--- src/rtl/online_div_sequencer_if.sv ---
// Handshake and data bundle between the on-line divider sequencer, its two
// requesters, the divider core and the result consumer.
interface online_div_sequencer_if #(
   parameter int N = 8
);
   logic           req_a;
   logic           req_b;
   logic [2*N-1:0] x_a;
   logic [2*N-1:0] d_a;
   logic [2*N-1:0] x_b;
   logic [2*N-1:0] d_b;
   logic           gnt_a;
   logic           gnt_b;
   logic [1:0]     div_x;
   logic [1:0]     div_d;
   logic           div_in_vd;
   logic           div_in_rd;
   logic [1:0]     div_q;
   logic           div_out_vd;
   logic           div_out_rd;
   logic           res_vd;
   logic           res_rd;
   logic [2*N-1:0] res_q;
   logic           res_id;
   logic           res_err;
   logic           busy;

   modport master (
      input  req_a, req_b, x_a, d_a, x_b, d_b,
      input  div_in_rd, div_q, div_out_vd, res_rd,
      output gnt_a, gnt_b, div_x, div_d, div_in_vd, div_out_rd,
      output res_vd, res_q, res_id, res_err, busy
   );

   modport slave (
      output req_a, req_b, x_a, d_a, x_b, d_b,
      output div_in_rd, div_q, div_out_vd, res_rd,
      input  gnt_a, gnt_b, div_x, div_d, div_in_vd, div_out_rd,
      input  res_vd, res_q, res_id, res_err, busy
   );
endinterface

--- src/rtl/online_div_sequencer.sv ---
// Two-requester job sequencer for a radix-2 on-line divider: round-robin
// grant, MSD-first operand feed with DELTA zero pads, quotient collection,
// watchdog abort and result hand-off.
module online_div_sequencer #(
   parameter int N       = 8,
   parameter int DELTA   = 3,
   parameter int TIMEOUT = 255
) (
   input logic                    clk,
   input logic                    rst_n,
   online_div_sequencer_if.master bus
);
   localparam int CW = $clog2(N + DELTA + 1);
   localparam int TW = $clog2(TIMEOUT + 1);
   localparam logic [CW-1:0] IN_LAST = CW'(N + DELTA - 1);
   localparam logic [CW-1:0] Q_LAST  = CW'(N - 1);
   localparam logic [CW-1:0] Q_FULL  = CW'(N);
   localparam logic [TW-1:0] WD_LAST = TW'(TIMEOUT - 1);

   typedef enum logic [1:0] {IDLE, FEED, DRAIN, DONE} state_t;

   state_t         state;
   logic [2*N-1:0] x_sr;
   logic [2*N-1:0] d_sr;
   logic [CW-1:0]  in_cnt;
   logic [CW-1:0]  out_cnt;
   logic [TW-1:0]  wd;
   logic           prio_b;

   logic           xfer_in;
   logic           xfer_out;
   logic           in_last;
   logic           out_last;
   logic           q_full;
   logic           wd_hit;
   logic           pick_b;
   logic [2*N-1:0] sel_x;
   logic [2*N-1:0] sel_d;

   // Handshake decode, end-of-phase detection and round-robin selection.
   always_comb begin
      xfer_in  = bus.div_in_vd && bus.div_in_rd;
      xfer_out = bus.div_out_vd && bus.div_out_rd;
      in_last  = xfer_in && (in_cnt == IN_LAST);
      out_last = xfer_out && (out_cnt == Q_LAST);
      q_full   = (out_cnt == Q_FULL) || out_last;
      wd_hit   = !xfer_in && !xfer_out && (wd == WD_LAST);
      pick_b   = bus.req_b && (!bus.req_a || prio_b);
      sel_x    = pick_b ? bus.x_b : bus.x_a;
      sel_d    = pick_b ? bus.d_b : bus.d_a;
   end

   // Sequencer FSM with all outputs registered.
   always_ff @(posedge clk) begin
      if (!rst_n) begin
         state          <= IDLE;
         x_sr           <= '0;
         d_sr           <= '0;
         in_cnt         <= '0;
         out_cnt        <= '0;
         wd             <= '0;
         prio_b         <= 1'b0;
         bus.gnt_a      <= 1'b0;
         bus.gnt_b      <= 1'b0;
         bus.div_x      <= '0;
         bus.div_d      <= '0;
         bus.div_in_vd  <= 1'b0;
         bus.div_out_rd <= 1'b0;
         bus.res_vd     <= 1'b0;
         bus.res_q      <= '0;
         bus.res_id     <= 1'b0;
         bus.res_err    <= 1'b0;
         bus.busy       <= 1'b0;
      end else begin
         bus.gnt_a <= 1'b0;
         bus.gnt_b <= 1'b0;
         case (state)
            IDLE: begin
               if (bus.req_a || bus.req_b) begin
                  bus.gnt_a      <= !pick_b;
                  bus.gnt_b      <= pick_b;
                  prio_b         <= !pick_b;
                  bus.res_id     <= pick_b;
                  x_sr           <= sel_x;
                  d_sr           <= sel_d;
                  bus.div_x      <= sel_x[2*N-1 -: 2];
                  bus.div_d      <= sel_d[2*N-1 -: 2];
                  in_cnt         <= '0;
                  out_cnt        <= '0;
                  wd             <= '0;
                  bus.res_q      <= '0;
                  bus.res_err    <= 1'b0;
                  bus.div_in_vd  <= 1'b1;
                  bus.div_out_rd <= 1'b1;
                  bus.busy       <= 1'b1;
                  state          <= FEED;
               end
            end
            FEED, DRAIN: begin
               // Operands shift up with zero fill, so the DELTA pad digits
               // fall out of the shift register after the real digits.
               if (xfer_in) begin
                  in_cnt    <= in_cnt + CW'(1);
                  x_sr      <= {x_sr[2*N-3:0], 2'b00};
                  d_sr      <= {d_sr[2*N-3:0], 2'b00};
                  bus.div_x <= x_sr[2*N-3 -: 2];
                  bus.div_d <= d_sr[2*N-3 -: 2];
                  if (in_last) bus.div_in_vd <= 1'b0;
               end
               if (xfer_out) begin
                  out_cnt <= out_cnt + CW'(1);
                  for (int unsigned i = 0; i < N; i++) begin
                     if (out_cnt == CW'(N - 1 - i)) bus.res_q[2*i +: 2] <= bus.div_q;
                  end
                  if (out_last) bus.div_out_rd <= 1'b0;
               end
               if (xfer_in || xfer_out) wd <= '0;
               else                     wd <= wd + TW'(1);

               if (wd_hit) begin
                  bus.div_in_vd  <= 1'b0;
                  bus.div_out_rd <= 1'b0;
                  bus.res_err    <= 1'b1;
                  bus.res_vd     <= 1'b1;
                  state          <= DONE;
               end else if (state == FEED && in_last) begin
                  if (q_full) begin
                     bus.res_vd <= 1'b1;
                     state      <= DONE;
                  end else begin
                     state <= DRAIN;
                  end
               end else if (state == DRAIN && out_last) begin
                  bus.res_vd <= 1'b1;
                  state      <= DONE;
               end
            end
            DONE: begin
               if (bus.res_rd) begin
                  bus.res_vd <= 1'b0;
                  bus.busy   <= 1'b0;
                  state      <= IDLE;
               end
            end
            default: state <= IDLE;
         endcase
      end
   end
endmodule

--- src/flat_wrapper.sv ---
// flat-port wrapper written by rule: the top's interface ports become plain ports
module online_div_sequencer_flat 
#(
   parameter int N       = 8,
   parameter int DELTA   = 3,
   parameter int TIMEOUT = 255
)
  (clk, rst_n, bus_req_a, bus_req_b, bus_x_a, bus_d_a, bus_x_b, bus_d_b, bus_div_in_rd, bus_div_q, bus_div_out_vd, bus_res_rd, bus_gnt_a, bus_gnt_b, bus_div_x, bus_div_d, bus_div_in_vd, bus_div_out_rd, bus_res_vd, bus_res_q, bus_res_id, bus_res_err, bus_busy);
  online_div_sequencer_if #(.N(N)) bus_i ();
  input logic clk;
  input logic rst_n;
  input wire logic [$bits(bus_i.req_a)-1:0] bus_req_a;
  input wire logic [$bits(bus_i.req_b)-1:0] bus_req_b;
  input wire logic [$bits(bus_i.x_a)-1:0] bus_x_a;
  input wire logic [$bits(bus_i.d_a)-1:0] bus_d_a;
  input wire logic [$bits(bus_i.x_b)-1:0] bus_x_b;
  input wire logic [$bits(bus_i.d_b)-1:0] bus_d_b;
  input wire logic [$bits(bus_i.div_in_rd)-1:0] bus_div_in_rd;
  input wire logic [$bits(bus_i.div_q)-1:0] bus_div_q;
  input wire logic [$bits(bus_i.div_out_vd)-1:0] bus_div_out_vd;
  input wire logic [$bits(bus_i.res_rd)-1:0] bus_res_rd;
  output wire logic [$bits(bus_i.gnt_a)-1:0] bus_gnt_a;
  output wire logic [$bits(bus_i.gnt_b)-1:0] bus_gnt_b;
  output wire logic [$bits(bus_i.div_x)-1:0] bus_div_x;
  output wire logic [$bits(bus_i.div_d)-1:0] bus_div_d;
  output wire logic [$bits(bus_i.div_in_vd)-1:0] bus_div_in_vd;
  output wire logic [$bits(bus_i.div_out_rd)-1:0] bus_div_out_rd;
  output wire logic [$bits(bus_i.res_vd)-1:0] bus_res_vd;
  output wire logic [$bits(bus_i.res_q)-1:0] bus_res_q;
  output wire logic [$bits(bus_i.res_id)-1:0] bus_res_id;
  output wire logic [$bits(bus_i.res_err)-1:0] bus_res_err;
  output wire logic [$bits(bus_i.busy)-1:0] bus_busy;
  assign bus_i.req_a = bus_req_a;
  assign bus_i.req_b = bus_req_b;
  assign bus_i.x_a = bus_x_a;
  assign bus_i.d_a = bus_d_a;
  assign bus_i.x_b = bus_x_b;
  assign bus_i.d_b = bus_d_b;
  assign bus_i.div_in_rd = bus_div_in_rd;
  assign bus_i.div_q = bus_div_q;
  assign bus_i.div_out_vd = bus_div_out_vd;
  assign bus_i.res_rd = bus_res_rd;
  assign bus_gnt_a = bus_i.gnt_a;
  assign bus_gnt_b = bus_i.gnt_b;
  assign bus_div_x = bus_i.div_x;
  assign bus_div_d = bus_i.div_d;
  assign bus_div_in_vd = bus_i.div_in_vd;
  assign bus_div_out_rd = bus_i.div_out_rd;
  assign bus_res_vd = bus_i.res_vd;
  assign bus_res_q = bus_i.res_q;
  assign bus_res_id = bus_i.res_id;
  assign bus_res_err = bus_i.res_err;
  assign bus_busy = bus_i.busy;
  online_div_sequencer #(.N(N), .DELTA(DELTA), .TIMEOUT(TIMEOUT)) u_core (.clk(clk), .rst_n(rst_n), .bus(bus_i));
endmodule
--- config.mk ---
export PLATFORM = sky130hd
export DESIGN_NAME = online_div_sequencer_flat
export DESIGN_NICKNAME = d
export VERILOG_FILES = /design/src/rtl/online_div_sequencer_if.sv /design/src/rtl/online_div_sequencer.sv /design/src/flat_wrapper.sv
export SDC_FILE = /design/constraint.sdc
export NUM_CORES = 1
export LEC_CHECK = 0
export CAP_MARGIN = 15
export CORE_MARGIN = 2
export CORE_UTILIZATION = 44
export DETAILED_ROUTE_END_ITERATION = 6
export GPL_ROUTABILITY_DRIVEN = 0
export GPL_TIMING_DRIVEN = 0
export PLACE_DENSITY = 0.79
export SLEW_MARGIN = 25
export SYNTH_ARGS = -nofsm -noshare
export SYNTH_HDL_FRONTEND = slang
export SYNTH_SLANG_ARGS = --single-unit
export TNS_END_PERCENT = 50
--- constraint.sdc ---
create_clock -name clk -period 2.05 [get_ports clk]
set_input_delay 0.41 -clock clk [delete_from_list [all_inputs] [get_ports clk]]
set_output_delay 0.41 -clock clk [all_outputs]
set_load 0.03 [all_outputs]
==> results.rst, run 1 <==
.. list-table::
   :header-rows: 1

   * - Metric
     - Value
   * - Run status
     - finished, final reports clean
   * - Post-synthesis average cell area
     - 8.60 um^2
   * - CTS buffer count
     - 9
   * - Via count of the first global-routing pass
     - 3634
   * - Max Clock Freq
     - 0.494 GHz
   * - Clock share of power
     - 23.2%
   * - Number of inserted diodes
     - 0
   * - Share of synthesized area occupied by flip-flops and latches
     - 38.3%
   * - Routed wirelength normalized by instance count
     - 14.9 um
   * - Library cell appearing most often on the critical path
     - sky130_fd_sc_hd__buf_12
   * - Endpoints failing hold
     - 0
   * - Initial cell density of the core
     - 45.2%
   * - Number of port buffers
     - 99
   * - Post-synthesis instance total
     - 456
   * - Ratio of cells with drive above 1 in the final layout
     - 17.9%
   * - Required time at the endpoint of the critical path
     - 2.34 ns
   * - Number of nets with antenna violations after detailed routing
     - 0
   * - Num ports
     - 101
   * - Normalized max-slew margin
     - 63.8%
   * - Maximum fanout encountered on the critical timing path
     - 7
   * - Later-pin clock latency in the skew report
     - 0.35 ns
   * - Global-route layer with the greatest usage
     - met2
   * - Die X-Extent
     - 98.4 um
   * - HPWL after DPL
     - 7380 um
   * - First-pass iteration count of the detailed router
     - 4
   * - Clock skew after layout
     - 0.00986 ns
   * - P_sw
     - 2.49 mW
   * - Post-synth net total
     - 543
   * - Delay of the slowest critical-path stage
     - 0.39 ns
   * - Initial DRC count
     - 144
   * - Sequential cell area
     - 0.00151 mm^2
   * - Time the worst path needs with I/O delays and setup
     - 2.02 ns
   * - Startpoint Class
     - flop
   * - Number of pins exceeding their max-slew limit in the final report
     - 0
   * - H-tree depth
     - 3
   * - Final Cycle Share
     - 98.7%
   * - Cell Rows
     - 34
   * - Arrival time at the worst endpoint
     - 2.31 ns
   * - Critical Setup Path Class
     - flop to flop
   * - Top cell types by occurrence after synthesis
     - sky130_fd_sc_hd__dfxtp_1 (75), sky130_fd_sc_hd__nand2_1 (68), sky130_fd_sc_hd__mux2_2 (46), sky130_fd_sc_hd__nor2_1 (41), sky130_fd_sc_hd__a21oi_1 (37)
   * - Total of flip-flops plus latches after synthesis
     - 75
   * - Post-Route WL
     - 10200 um
   * - Fraction of registers with async set/reset
     - 0%
   * - Global Route Usage Sum
     - 21.0%
   * - Top cells by area in the synthesized netlist
     - sky130_fd_sc_hd__dfxtp_1 (38%), sky130_fd_sc_hd__mux2_2 (13%), sky130_fd_sc_hd__nand2_1 (6.5%), sky130_fd_sc_hd__o211ai_1 (5.4%), sky130_fd_sc_hd__nand2b_1 (5.3%)
   * - Top-count cell post-synth
     - sky130_fd_sc_hd__dfxtp_1
   * - Clk buf depth
     - 2
   * - Number of synthesis warnings
     - 0
   * - Post-synth cell types
     - 45
   * - Class of the most critical hold timing path
     - flop to flop
   * - Total global routing overflow
     - 0
   * - Total negative slack
     - 0 ns
   * - Cells traversed along the worst timing path
     - inv_4 -> ha_4 -> nor3b_4 -> buf_12 -> buf_12 -> nor3_4 -> o211a_1 -> mux2_2 -> nor2_1
   * - Met2 demand-to-capacity share in global routing
     - 35.4%
   * - Layout-stage area growth over the synthesis result
     - 40.2%
   * - Max-cap check violation count
     - 0
   * - Power share of the sequential group
     - 30.0%
   * - Number of inserted filler cells in the final layout
     - 727
   * - GRT met1 Usage
     - 27.1%
   * - Switching share of power
     - 38.3%
   * - Post-CTS clock slew at the launch and capture registers of the worst setup and hold paths
     - 0.08 ns
   * - PwrDens
     - 1180 mW/mm^2
   * - Internal power component
     - 4.00 mW
   * - Total standard cell area after synthesis
     - 0.00392 mm^2
   * - TritonCTS sink count
     - 75
   * - Clock tree from TritonCTS
     - built
   * - Number of enable-type register cells in the synthesized netlist
     - 0
   * - Vias per inst
     - 5.35
   * - Maximum number of pins on one net before global-route repair
     - 14
   * - Portion of synthesized cell area occupied by the leading cell type
     - 38.3%
   * - Die H
     - 98.4 um
   * - Tightest Pin Transition
     - 0.542 ns
   * - First-pass GRT wire length
     - 16600 um
   * - Area of combinational cells with multiple inputs
     - 0.00234 mm^2
   * - Root buffer selected by CTS
     - sky130_fd_sc_hd__clkbuf_8
   * - Unrepaired setup endpoints after global routing
     - yes
   * - Via count
     - 3655
   * - Number of nets at the end of the flow
     - 657
   * - Cell with the biggest individual delay on the critical path
     - sky130_fd_sc_hd__dfxtp_4
   * - Overall die area
     - 0.00968 mm^2
   * - Share of total power in combinational logic
     - 46.8%
   * - DRC violation count after routing
     - 0
   * - Maximum VDD drop
     - 0.000493 V
   * - Number of antenna violations at the first check in global routing
     - 0
   * - Final std cells w/o fill
     - 683
   * - Library cell with the largest summed area after synthesis
     - sky130_fd_sc_hd__dfxtp_1
   * - Number of placed cells counting well taps
     - 663
   * - Count of final setup violators
     - 0
   * - Std-Cell Core Area
     - 0.00868 mm^2
   * - Post-CTS Hold Buffers
     - 0
   * - Endpoint kind of the worst setup timing path
     - flop
   * - Post-synth top flop
     - sky130_fd_sc_hd__dfxtp_1
   * - Leakage power figure
     - 2.01 nW
   * - GR Layer Usage met3
     - 3.44%
==> cells by family after synthesis <==
family          share of synthesized area [%]
fa+ha+maj                                4.47
xor+xnor                                 2.23
mux                                      14.0
simple gates                             22.2
compound gates                           14.7
flops                                    38.3
buf+inv                                  4.18
==> state kept, by name (all words and copies together) (netlist names), 2 cells and up <==
name / count
u_core.out_cnt: 4
u_core.wd: 8
u_core.state: 2
u_core.d_sr: 14
u_core.bus.res_q: 16
u_core.x_sr: 14
u_core.in_cnt: 4
u_core.bus.div_x: 2
u_core.bus.div_d: 2
==> worst max-delay path: cells and delay by family, from the launching register on <==
family	cells	cell delay (ns)
simple gates	3	0.49
flops	1	0.39
mux	1	0.34
buf+inv	3	0.33
compound gates	1	0.23
fa+ha+maj	1	0.16
==> power by group through the flow <==
| stage | combinational [mW] | sequential [mW] | clock (mW) |
|---|---|---|---|
| global route | 3.34 | 1.98 | 1.57 |
| detailed placement | 2.79 | 1.95 | 0 |
| CTS | 2.93 | 1.93 | 1.51 |
| global placement | 2.72 | 1.94 | 0 |
| floorplan | 1.88 | 2.04 | 0 |
| finish | 3.03 | 1.95 | 1.51 |
==> layer usage <==
metal | up-vias | routed length, um
li1 | 1810 | -
met1 | 1714 | 4440
met2 | 114 | 4900
met3 | 17 | 590
met4 | 0 | 224
met5 | - | 0
==> cell type report <==
cell class	count	share of cell area [%]
Buffer	25	2.34
Clock buffer	10	2.32
Clock inverter	6	2.48
Inverter	11	0.842
Multi-Input combinational cell	342	42.6
Sequential cell	75	27.4
Tap cell	108	2.46
Timing Repair Buffer	106	19.5
==> layout by cell type, fill, tap and decap left out, types with 2 or more instances in the layout <==
| master | instances |
|---|---|
| sky130_fd_sc_hd__buf_6 | 2 |
| sky130_fd_sc_hd__a21oi_1 | 37 |
| sky130_fd_sc_hd__mux2i_1 | 3 |
| sky130_fd_sc_hd__buf_4 | 7 |
| sky130_fd_sc_hd__nand3_1 | 10 |
| sky130_fd_sc_hd__a22oi_1 | 4 |
| sky130_fd_sc_hd__nor2b_1 | 2 |
| sky130_fd_sc_hd__clkdlybuf4s50_1 | 97 |
| sky130_fd_sc_hd__mux2_2 | 46 |
| sky130_fd_sc_hd__xor2_1 | 6 |
| sky130_fd_sc_hd__ha_1 | 12 |
| sky130_fd_sc_hd__dfxtp_4 | 2 |
| sky130_fd_sc_hd__nor3_1 | 4 |
| sky130_fd_sc_hd__bufinv_16 | 4 |
| sky130_fd_sc_hd__buf_12 | 2 |
| sky130_fd_sc_hd__o211ai_1 | 28 |
| sky130_fd_sc_hd__nand4_1 | 5 |
| sky130_fd_sc_hd__xnor2_1 | 4 |
| sky130_fd_sc_hd__clkbuf_1 | 11 |
| sky130_fd_sc_hd__and2_1 | 2 |
| sky130_fd_sc_hd__buf_2 | 4 |
| sky130_fd_sc_hd__inv_4 | 2 |
| sky130_fd_sc_hd__nor3_4 | 2 |
| sky130_fd_sc_hd__clkbuf_2 | 6 |
| sky130_fd_sc_hd__dfxtp_1 | 73 |
| sky130_fd_sc_hd__nand2b_1 | 33 |
| sky130_fd_sc_hd__nor2_1 | 40 |
| sky130_fd_sc_hd__nand2_1 | 67 |
| sky130_fd_sc_hd__inv_1 | 9 |
| sky130_fd_sc_hd__or3_4 | 2 |
| sky130_fd_sc_hd__o21ai_0 | 7 |
| sky130_fd_sc_hd__or2_2 | 3 |
| sky130_fd_sc_hd__nand3b_1 | 2 |
| sky130_fd_sc_hd__clkbuf_8 | 9 |
==> per-stage QoR <==
step           power [mW]  util [%]  instance area (um^2)  setup WS, ns  hold WS, ns
5_1_grt              6.89      63.4                  5500       -0.0364        0.468
3_3_place_gp         4.66      58.1                  5050        -0.473        0.436
4_1_cts              6.37      62.2                  5400       0.00750        0.453
2_1_floorplan        3.93         -                  3920         0.114        0.431
6_report             6.49      63.4                  5500        0.0273        0.454
3_5_place_dp         4.74      58.1                  5050        -0.484        0.442
==> worst paths after layout <==
kind	slack (ns)	cells past startpoint	from	endpoint
hold reg to reg	0.45	2	u_core.x_sr[8]$_SDFFE_PN0P_	u_core.x_sr[8]$_SDFFE_PN0P_
setup / recovery	0.03	9	u_core.state[0]$_SDFFE_PN0P_	u_core.bus.res_q[8]$_SDFFE_PN0P_
setup reg to reg	0.03	9	u_core.state[0]$_SDFFE_PN0P_	u_core.bus.res_q[8]$_SDFFE_PN0P_
hold / removal	0.45	2	u_core.x_sr[8]$_SDFFE_PN0P_	u_core.x_sr[8]$_SDFFE_PN0P_
==> what timing repair did <==
item / 4_1_cts / 5_1_grt
hold endpoints to repair: 0 / 0
endpoints found under the setup margin: 63 / 62
gates resized for setup: 19 / 17
pin swaps: 4 / 3
setup buffers: 3 / 4
Power figures use the tool's default switching activity.
==> run 2: changes to the inputs <==
Settings changed: CORE_UTILIZATION 44 to 46, CTS_BUF_LIST from default to sky130_fd_sc_hd__clkbuf_8, PLACE_DENSITY 0.79 to 0.82.
==> run 2 against run 1 <==
  * Sequential power is essentially flat
  * Die area shrank 4.2%
  * Final cell count grew 0.44%
  * Setup slack gained 0.0012 ns
  * Clock power shrank 33%
  * Non-clock buffer count grew 7
  * Power shrank 5.6%
  * Routed wire length shrank 0.27%
  * Critical endpoint unchanged
  * Largest cell class unchanged
==> results.rst, run 2 (same netlist as run 1, synthesis figures left out) <==
.. list-table::
   :header-rows: 1

   * - Metric
     - Value
   * - Max FFs per register
     - 16 (unchanged)
   * - Initial cell density of the core
     - 47.5% (+2.3 points)
   * - Critical path destination
     - u_core.bus.res_q[8]$_SDFFE_PN0P_
   * - Initial DRC count
     - 252 (+75%)
   * - Root buffer selected by CTS
     - sky130_fd_sc_hd__clkbuf_8
   * - Max-cap check violation count
     - 0 (unchanged)
   * - Most used cells in the layout excluding fill and tap cells
     - sky130_fd_sc_hd__clkdlybuf4s50_1 (97), sky130_fd_sc_hd__dfxtp_1 (73), sky130_fd_sc_hd__nand2_1 (67), sky130_fd_sc_hd__mux2_2 (43), sky130_fd_sc_hd__nor2_1 (39)
   * - Number of antenna violations at the first check in global routing
     - 0 (unchanged)
   * - Count of final setup violators
     - 0 (unchanged)
   * - Delay of the slowest critical-path stage
     - 0.48 ns (+0.09 ns)
   * - Cell with the biggest individual delay on the critical path
     - sky130_fd_sc_hd__nor3b_4
   * - Number of nets at the end of the flow
     - 664 (+1.1%)
   * - Maximum number of pins on one net before global-route repair
     - 13 (-1)
   * - Die X-Extent
     - 96.3 um (-2.1%)
   * - Overall die area
     - 0.00928 mm^2 (-4.2%)
   * - Layout-stage area growth over the synthesis result
     - 38.4%
   * - Maximum fanout encountered on the critical timing path
     - 8 (+1)
   * - Post-CTS clock slew at the launch and capture registers of the worst setup and hold paths
     - 0.08 ns (about the same)
   * - Cell Rows
     - 33 (-2.9%)
   * - RR Endpoint
     - u_core.bus.res_q[8]$_SDFFE_PN0P_
   * - Arrival time at the worst endpoint
     - 2.31 ns (about the same)
   * - Later-pin clock latency in the skew report
     - 0.35 ns (about the same)
   * - Std-Cell Core Area
     - 0.00826 mm^2 (-4.8%)
   * - Clock skew after layout
     - 0.0133 ns (+0.00339 ns)
   * - Endpoint kind of the worst setup timing path
     - flop
   * - Setup crit start
     - u_core.state[0]$_SDFFE_PN0P_
   * - Run status
     - finished, final reports clean
   * - Worst Setup Slack, final
     - 0.0285 ns (+0.00118 ns)
   * - TritonCTS sink count
     - 75 (unchanged)
   * - Total global routing overflow
     - 0 (unchanged)
   * - CTS buffer count
     - 9 (unchanged)
   * - Vias per inst
     - 5.42 (+1.2%)
   * - Normalized max-slew margin
     - 58.2% (-5.7 points)
   * - Startpoint of the worst register-to-register path
     - u_core.state[0]$_SDFFE_PN0P_
   * - H-tree depth
     - 3 (unchanged)
   * - Number of pins exceeding their max-slew limit in the final report
     - 0 (unchanged)
   * - Critical Setup Path Class
     - flop to flop
   * - Worst setup timing slack at the placement stage
     - -0.572 ns (-0.0880 ns)
   * - Depth of the most critical reg-to-reg path
     - 8 (-1)
   * - DRC violation count after routing
     - 0 (unchanged)
   * - Required time at the endpoint of the critical path
     - 2.34 ns (about the same)
   * - Clk buf depth
     - 2 (unchanged)
   * - Die H
     - 96.3 um (-2.1%)
   * - Tightest Pin Transition
     - 0.628 ns (+0.0853 ns)
   * - Max Clock Freq
     - 0.495 GHz (about the same)
   * - Ratio of cells with drive above 1 in the final layout
     - 18.2% (+0.33 points)
   * - PwrDens
     - 1130 mW/mm^2 (-4.3%)
   * - Num ports
     - 101 (unchanged)
   * - Class of the most critical hold timing path
     - flop to flop
   * - Leakage power figure
     - 2.02 nW (+0.12%)
   * - Via count
     - 3715 (+1.6%)
   * - Routed wirelength normalized by instance count
     - 14.8 um (-0.70%)
   * - Worst-case register-to-register setup slack
     - 0.03 ns (about the same)
   * - Number of inserted filler cells in the final layout
     - 649 (-11%)
   * - Number of placed cells counting well taps
     - 660 (-0.45%)
   * - Global Route Usage Sum
     - 22.1% (+1.1 points)
   * - Number of nets with antenna violations after detailed routing
     - 0 (unchanged)
   * - Smallest hold slack
     - 0.452 ns (-0.00150 ns)
   * - Cells traversed along the worst timing path
     - inv_4 -> ha_4 -> nor3b_4 -> buf_6 -> nor3_4 -> o211a_1 -> mux2_4 -> nor2_1
   * - First-pass GRT wire length
     - 16100 um (-2.6%)
   * - Startpoint Class
     - flop
   * - First-pass iteration count of the detailed router
     - 5 (+1)
   * - Via count of the first global-routing pass
     - 3591 (-1.2%)
   * - Maximum VDD drop
     - 0.000603 V (+22%)
   * - Number of port buffers
     - 99 (unchanged)
   * - Leading cell type in the layout, fill and taps excluded
     - sky130_fd_sc_hd__clkdlybuf4s50_1
   * - Final std cells w/o fill
     - 686 (+0.44%)
   * - Number of inserted diodes
     - 0 (unchanged)
   * - Endpoints failing hold
     - 0 (unchanged)
   * - Post-Route WL
     - 10100 um (-0.27%)
   * - Largest registers
     - u_core.bus.res_q: 16 flops, u_core.d_sr: 14 flops, u_core.x_sr: 14 flops
   * - Final Cycle Share
     - 98.6% (about the same)
   * - Clock tree from TritonCTS
     - built
   * - Top register by number of flip-flops
     - u_core.bus.res_q
   * - Time the worst path needs with I/O delays and setup
     - 2.02 ns (-0.00118 ns)
   * - HPWL after DPL
     - 7340 um (-0.62%)
==> run 2: cell types whose count changed in the layout (fill, tap and decap cells not counted), moves of 2 or more <==
cell / previous run / this run
sky130_fd_sc_hd__mux2_2: 46 / 43
sky130_fd_sc_hd__mux2_4: 0 / 3
sky130_fd_sc_hd__bufinv_16: 4 / 0
sky130_fd_sc_hd__clkinv_4: 0 / 2
sky130_fd_sc_hd__clkbuf_4: 0 / 3
sky130_fd_sc_hd__clkinv_2: 0 / 2
sky130_fd_sc_hd__buf_2: 4 / 0
sky130_fd_sc_hd__buf_4: 7 / 16
sky130_fd_sc_hd__buf_12: 2 / 0
==> run 2: how the worst min path moves through the flow <==
stage | startpoint | to | slack, ns | depth (start not counted)
2_1_floorplan | u_core.d_sr[10]$_SDFFE_PN0P_ | u_core.d_sr[10]$_SDFFE_PN0P_ | 0.43 | 2
3_3_place_gp | u_core.x_sr[9]$_SDFFE_PN0P_ | u_core.x_sr[9]$_SDFFE_PN0P_ | 0.44 | 2
3_5_place_dp | u_core.x_sr[7]$_SDFFE_PN0P_ | u_core.x_sr[7]$_SDFFE_PN0P_ | 0.44 | 2
4_1_cts | u_core.x_sr[7]$_SDFFE_PN0P_ | u_core.x_sr[7]$_SDFFE_PN0P_ | 0.45 | 2
5_1_grt | u_core.x_sr[7]$_SDFFE_PN0P_ | u_core.x_sr[7]$_SDFFE_PN0P_ | 0.48 | 2
6_report | u_core.x_sr[7]$_SDFFE_PN0P_ | u_core.x_sr[7]$_SDFFE_PN0P_ | 0.45 | 2
==> run 2: final cells by class <==
cell class	instances	area, um^2	area share (%)
plain buffers	25	131	2.42
clock buffers	10	138	2.54
clock inverters	5	31.3	0.577
inverters	11	46.3	0.854
multi-input cells	342	2340	43.1
flip-flops and latches	75	1510	27.8
well taps	105	131	2.42
repair buffers	113	1100	20.2
==> run 2: repair_timing <==
item	CTS	global route
pin swaps	2	6
setup buffers	2	11
endpoints found under the setup margin	61	58
gates cloned	0	1
hold buffers	0	0
gates resized for setup	18	26
==> run 2: worst max-delay path: cells and delay by family (launching register included) <==
kind | cells | cell delay, ns
multiplexers | 1 | 0.30
buffers and inverters | 2 | 0.25
AO/OA/AOI/OAI | 1 | 0.28
flip-flops | 1 | 0.37
AND/OR/NAND/NOR | 3 | 0.61
adder cells (fa/ha/maj) | 1 | 0.13
==> run 2: per-layer routing <==
metal	share of wire, %	wire, um	global-route usage (%)	vias up
met5	0	0	0	-
met4	1.5	152	7.86	0
met3	7.1	722	4.31	19
met2	49	4930	36.5	149
met1	43	4330	28.7	1726
li1	-	-	-	1821
==> run 2: power by group <==
group          switching (mW)  leakage (nW)  internal (mW)
Combinational            1.78          1.31           1.39
Sequential              0.184         0.614           1.76
Clock                   0.546        0.0933          0.461
==> run 2: per-stage QoR <==
step	area, um^2	TNS (ns)	total power [mW]	util [%]
finish	5420	0	6.12	65.7
global route	5420	-0.0457	6.54	65.7
CTS	5270	-0.0518	5.85	63.8
detailed placement	5040	-25.75	4.74	61.1
global placement	5040	-23.91	4.65	61.1
floorplan	3920	0	3.93	-
